[src/rtl/pll_rst_ctrl.sv]
// PLL lock supervisor: synchronizes EHXPLLL LOCK, pulses the PLL reset on lock timeout and
// releases the SoC reset after a stable-lock window. Optional loss counter: PLL_RST_CTRL_LOSS_CNT_EN.
module pll_rst_ctrl #(
  parameter int SYNC_STAGES    = 2,
  parameter int STABLE_CYCLES  = 1024,
  parameter int HOLD_CYCLES    = 16,
  parameter int LOCK_TIMEOUT   = 65536,
  parameter int PLL_RST_CYCLES = 32,
  parameter int CNT_W          = 8
) (
  input  logic             io_mainClk,
  input  logic             io_asyncReset_n,
  input  logic             pll_locked,
  output logic             pll_rst,
  output logic             sys_reset,
  output logic             sys_ready,
  output logic [2:0]       state,
  output logic [CNT_W-1:0] loss_count,
  input  logic             loss_clear
);

  localparam logic [2:0] S_WAIT   = 3'd0;
  localparam logic [2:0] S_PRST   = 3'd1;
  localparam logic [2:0] S_STABLE = 3'd2;
  localparam logic [2:0] S_HOLD   = 3'd3;
  localparam logic [2:0] S_RUN    = 3'd4;

  localparam int TMAX_A = (LOCK_TIMEOUT > STABLE_CYCLES) ? LOCK_TIMEOUT : STABLE_CYCLES;
  localparam int TMAX_B = (HOLD_CYCLES > PLL_RST_CYCLES) ? HOLD_CYCLES : PLL_RST_CYCLES;
  localparam int TMAX   = (TMAX_A > TMAX_B) ? TMAX_A : TMAX_B;
  localparam int TW     = (TMAX > 1) ? $clog2(TMAX) : 1;

  localparam logic [TW-1:0] T_LOCK   = TW'(LOCK_TIMEOUT - 1);
  localparam logic [TW-1:0] T_PRST   = TW'(PLL_RST_CYCLES - 1);
  localparam logic [TW-1:0] T_STABLE = TW'(STABLE_CYCLES - 1);
  localparam logic [TW-1:0] T_HOLD   = TW'(HOLD_CYCLES - 1);

  logic [1:0]             r_rst_sync;
  logic                   w_rst_n;
  logic [SYNC_STAGES-1:0] r_lock_sync;
  logic                   w_locked_s;
  logic [2:0]             r_state;
  logic [2:0]             w_next;
  logic [TW-1:0]          r_timer;
  logic                   r_sys_reset;
  logic                   r_sys_ready;
  logic                   r_pll_rst;
  logic                   w_sys_reset_d;
  logic                   w_sys_ready_d;
  logic                   w_pll_rst_d;

  always_ff @(posedge io_mainClk or negedge io_asyncReset_n) begin
    if (!io_asyncReset_n) r_rst_sync <= 2'b00;
    else                  r_rst_sync <= {r_rst_sync[0], 1'b1};
  end
  assign w_rst_n = r_rst_sync[1];

  // The lock synchronizer runs on the raw reset so it is already filled when the FSM leaves reset.
  always_ff @(posedge io_mainClk or negedge io_asyncReset_n) begin
    if (!io_asyncReset_n) begin
      r_lock_sync <= '0;
    end else begin
      r_lock_sync[0] <= pll_locked;
      for (int i = 1; i < SYNC_STAGES; i++) r_lock_sync[i] <= r_lock_sync[i-1];
    end
  end
  assign w_locked_s = r_lock_sync[SYNC_STAGES-1];

  always_ff @(posedge io_mainClk or negedge w_rst_n) begin
    if (!w_rst_n) begin
      r_state <= S_WAIT;
      r_timer <= '0;
    end else begin
      r_state <= w_next;
      if (w_next != r_state)  r_timer <= '0;
      else if (r_timer != '1) r_timer <= r_timer + 1'b1;
    end
  end

  always_comb begin
    w_next = r_state;
    case (r_state)
      S_WAIT: begin
        if (w_locked_s)             w_next = S_STABLE;
        else if (r_timer == T_LOCK) w_next = S_PRST;
      end
      S_PRST: begin
        if (r_timer == T_PRST) w_next = S_WAIT;
      end
      S_STABLE: begin
        if (!w_locked_s)              w_next = S_WAIT;
        else if (r_timer == T_STABLE) w_next = S_HOLD;
      end
      S_HOLD: begin
        if (!w_locked_s)            w_next = S_WAIT;
        else if (r_timer == T_HOLD) w_next = S_RUN;
      end
      S_RUN: begin
        if (!w_locked_s) w_next = S_WAIT;
      end
      default: w_next = S_WAIT;
    endcase
  end

  always_comb begin
    w_sys_reset_d = (w_next != S_RUN);
    w_sys_ready_d = (w_next == S_RUN);
    w_pll_rst_d   = (w_next == S_PRST);
  end

  always_ff @(posedge io_mainClk or negedge w_rst_n) begin
    if (!w_rst_n) begin
      r_sys_reset <= 1'b1;
      r_sys_ready <= 1'b0;
      r_pll_rst   <= 1'b0;
    end else begin
      r_sys_reset <= w_sys_reset_d;
      r_sys_ready <= w_sys_ready_d;
      r_pll_rst   <= w_pll_rst_d;
    end
  end

  assign sys_reset = r_sys_reset;
  assign sys_ready = r_sys_ready;
  assign pll_rst   = r_pll_rst;
  assign state     = r_state;

`ifdef PLL_RST_CTRL_LOSS_CNT_EN
  logic [CNT_W-1:0] r_loss_count;
  logic             w_loss_evt;

  assign w_loss_evt = (r_state == S_RUN) && (w_next == S_WAIT);

  // A clear coinciding with a loss still records that loss.
  always_ff @(posedge io_mainClk or negedge w_rst_n) begin
    if (!w_rst_n)                    r_loss_count <= '0;
    else if (loss_clear)             r_loss_count <= w_loss_evt ? CNT_W'(1) : '0;
    else if (w_loss_evt && r_loss_count != '1) r_loss_count <= r_loss_count + 1'b1;
  end
  assign loss_count = r_loss_count;
`else
  logic w_unused_loss_clear;
  assign w_unused_loss_clear = loss_clear;
  assign loss_count = '0;
`endif

endmodule

[config.mk]
export PLATFORM = sky130hd
export DESIGN_NAME = pll_rst_ctrl
export DESIGN_NICKNAME = d
export VERILOG_FILES = /design/src/rtl/pll_rst_ctrl.sv
export SDC_FILE = /design/constraint.sdc
export NUM_CORES = 1
export LEC_CHECK = 0
export BUFFER_PORTS_ARGS = -buffer_cell sky130_fd_sc_hd__buf_4
export CAP_MARGIN = 15
export CORE_ASPECT_RATIO = 1.25
export CORE_MARGIN = 2
export CORE_UTILIZATION = 50
export DETAILED_ROUTE_END_ITERATION = 10
export PLACE_DENSITY_LB_ADDON = 0.1
export REMOVE_ABC_BUFFERS = 1
export SYNTH_ARGS = -nofsm -noshare
export SYNTH_HDL_FRONTEND = slang
export SYNTH_SLANG_ARGS = --single-unit
[constraint.sdc]
create_clock -name io_mainClk -period 1.6 [get_ports io_mainClk]
set_input_delay 0.24 -clock io_mainClk [delete_from_list [all_inputs] [get_ports io_mainClk]]
set_output_delay 0.24 -clock io_mainClk [all_outputs]
set_load 0.02 [all_outputs]
==> reports/metrics.cfg <==
[outcome]
status = finished with violations
violations = negative setup slack

[power]
p_leak_nw = 1.02
p_per_area_mw_per_mm2 = 599
ir_drop_mv = 0.458
total_power_w = 0.00130

[worst_setup_path]
critPathTopFamily = compound AO/OA/AOI/OAI gates
cp_max_fo = 8
cp_slowest_stage_delay_ps = 440
cp_slowest_cell = dfrtp_1
cp.required_ps = 1830
critical_path_arrival_ps = 2180
path_class = flip-flop to flip-flop
critical_path_buf_inv_count = 3
cp-end-kind = flip-flop
crit_chain = ha_4 -> nand3_2 -> buf_4 -> o31a_4 -> a221oi_4 -> buf_6 -> buf_16 -> nor3_2
startpoint_type = flip-flop

[cells_and_area]
fillCellCount = 208
design_area_sq_mm = 0.00216
area_growth_pct = 38.5
layout.nets = 214
drive_above_1_share_pct = 46.6
antennaDiodeCount = 0

[floorplanning]
placementRows = 22
dieArea_sq_mm = 0.00359
die_width_um = 54.0
start_util_pct = 52.5
num_io_pins = 18
core_area_sq_mm = 0.00297
die_h_um = 66.5

[detailed_routing]
vias = 1377
vias_per_cell = 5.64
wl_per_cell_um = 16.3
antenna_left = 0
drc = 0
drtIter0Drc = 66
drt_pass1_iterations = 4
wirelength_um = 3990

[global_route]
grt_max_degree = 16
grt_pass1_wl_um = 6380
antenna_found_initial = 0
grtUsageTotal_pct = 24.4
grt-ovfl-total = 0
grt_pass1_vias = 1387

[clock_network]
cts.htree.levels = 1
insertion_delay_ps = 320
ctsRootBufferMaster = clkbuf_4
tritoncts = done
cts_max_path_buffers = 2
numCtsBuffers = 3
cts.sinks = 26
path_clk_slew_ps = 150

[timing]
setup_ws_ps = -349
final.setup.tns_ps = -6150
fin_crit_sh_pct = 122
hold_viol = 0
layout_min_cycle_time_ps = 1950
slew_viol_final = 0
rsz0062_at_grt = true
fmax_ghz = 0.513
finClkSkew_ps = 5.78
setup_violations = 21

[yosys]
synth-edff-count = 0
synth-seq-cells = 26
synthFlopType = dfrtp_1
syn-instance-count = 152
async_flop_share_pct = 100
ys_warn_count = 0
synth-seq-area-share_pct = 41.7
syn_avg_cell_area_sq_um = 10.3
synthTopCellsByArea = dfrtp_1, nor3_2, nand4_1
syn_area_sq_mm = 0.00156
synth_top_cell_area_share_pct = 40.1
netlist.top_cell.by_area = dfrtp_1
ys_types = 45

[flow_run]
drv_cap = 0

[placed_design]
dp_hpwl_um = 2680
port_buffers = 8
placed_area_sq_mm = 0.00192
place_congestion = 0.812

[hold_path]
min_path_type = flip-flop to asynchronous set/reset pin

==> cell type report <==
class                           instances  area, sq um  share of cell area, %
Multi-Input combinational cell        115          898                   41.5
Sequential cell                        26          657                   30.4
Timing Repair Buffer                   60          499                   23.1
Tap cell                               36         45.0                   2.08
Clock inverter                          1         30.0                   1.39
Clock buffer                            3         22.5                   1.04
Inverter                                3         11.3                  0.521
==> cell usage after synthesis (2+ instances only) <==
| cell type | n |
|---|---|
| nor4_1 | 3 |
| o211ai_1 | 2 |
| nand3_1 | 8 |
| nand2_1 | 7 |
| nor4_4 | 2 |
| inv_1 | 3 |
| dfrtp_1 | 25 |
| nor4b_1 | 2 |
| o21a_1 | 2 |
| buf_2 | 4 |
| nand3b_1 | 2 |
| xor2_1 | 6 |
| nor3_2 | 10 |
| nand4_1 | 10 |
| conb_1 | 2 |
| xnor2_1 | 4 |
| o21ai_0 | 8 |
| nor2_1 | 11 |
| buf_4 | 8 |
| nor3_1 | 8 |
==> power breakdown <==
| group | switching, W | internal [W] | total (W) |
|---|---|---|---|
| registers | 0.0000163 | 0.000672 | 0.000688 |
| clock network | 0.000202 | 0.000253 | 0.000455 |
| logic | 0.0000836 | 0.0000689 | 0.000152 |
| total | 0.000302 | 0.000994 | 0.00130 |
==> worst paths after layout <==
check / start / slack (ps) / cells after the start / endpoint
setup / recovery: r_timer[1] / -350 / 8 / r_timer[3]
hold / removal: r_rst_sync[1] / 160 / 0 / state[1]
setup reg to reg: r_timer[1] / -350 / 8 / r_timer[3]
hold reg to reg: r_rst_sync[1] / 160 / 0 / state[1]
max in group asynchronous: r_rst_sync[1] / 890 / 1 / r_timer[5]
min in group io_mainClk: r_lock_sync[0] / 370 / 0 / r_lock_sync[1]
==> cells in the final DEF, fill, tap and decap left out, drive strengths merged, types with 2 or more instances in the layout <==
| master | count |
|---|---|
| buf | 58 |
| nand3b | 3 |
| nor3 | 18 |
| inv | 3 |
| xnor2 | 4 |
| o21ai | 8 |
| nor2 | 11 |
| clkbuf | 3 |
| nand3 | 9 |
| xor2 | 6 |
| nand2 | 8 |
| and4 | 2 |
| o21a | 2 |
| nor4b | 2 |
| nor4 | 5 |
| nand4 | 11 |
| dlygate4sd3 | 2 |
| conb | 9 |
| o211ai | 2 |
| dfrtp | 25 |
==> registers in the layout, summed over array words and instances (netlist names) <==
signal,cells
pll_rst,1
r_lock_sync,2
r_rst_sync,2
r_timer,16
state,3
sys_ready,1
sys_reset,1
==> routing by layer <==
layer | vias up | track usage, % | wire length [um] | part of all wire (%)
met3 | 9 | 2.69 | 96 | 2.4
li1 | 653 | - | - | -
met5 | - | 0 | 0 | 0
met1 | 688 | 28.3 | 1590 | 40
met2 | 27 | 43.9 | 2180 | 55
met4 | 0 | 10.6 | 117 | 2.9
==> worst register-to-register path, cell delays in order (launching register included) <==
cell	delay (ps)
dfrtp_1	440
ha_4	170
nand3_2	90
buf_4	190
o31a_4	370
a221oi_4	240
buf_6	160
buf_16	140
nor3_2	50
==> per-stage QoR <==
| step | hold slack, ps | util, % | cells | setup WS [ps] |
|---|---|---|---|---|
| 2_1_floorplan | -55.6 | - | 144 | -595 |
| 3_3_place_gp | 33.5 | 64.5 | 231 | -281 |
| 3_5_place_dp | 38.3 | 64.5 | 231 | -303 |
| 4_1_cts | 11.3 | 70.2 | 240 | -285 |
| 5_1_grt | 204 | 72.8 | 244 | -440 |
| 6_report | 163 | 72.8 | 244 | -349 |
==> kinds of logic (layout without fill, tap and decap cells) <==
family                   after synthesis  after routing  synth area share [%]
AND/OR/NAND/NOR                       77             77                  34.8
XOR/XNOR                              10             10                  5.61
adder cells (fa/ha/maj)                1              1                 0.801
multiplexers                           1              1                 0.641
buffers and inverters                 18             67                  7.85
flip-flops                            26             26                  41.7
AO/OA/AOI/OAI                         17             17                  8.09
other                                  2              9                 0.481
==> repair_timing <==
action | CTS | global route
buffers inserted | 4 | 5
endpoints found under the hold margin | 4 | 1
endpoints found under the setup margin | 21 | 22
cloned | 1 | 0
pin swaps | 8 | 7
resized for setup | 16 | 11
hold buffers | 1 | 1
(Power assumes the default switching activity.)
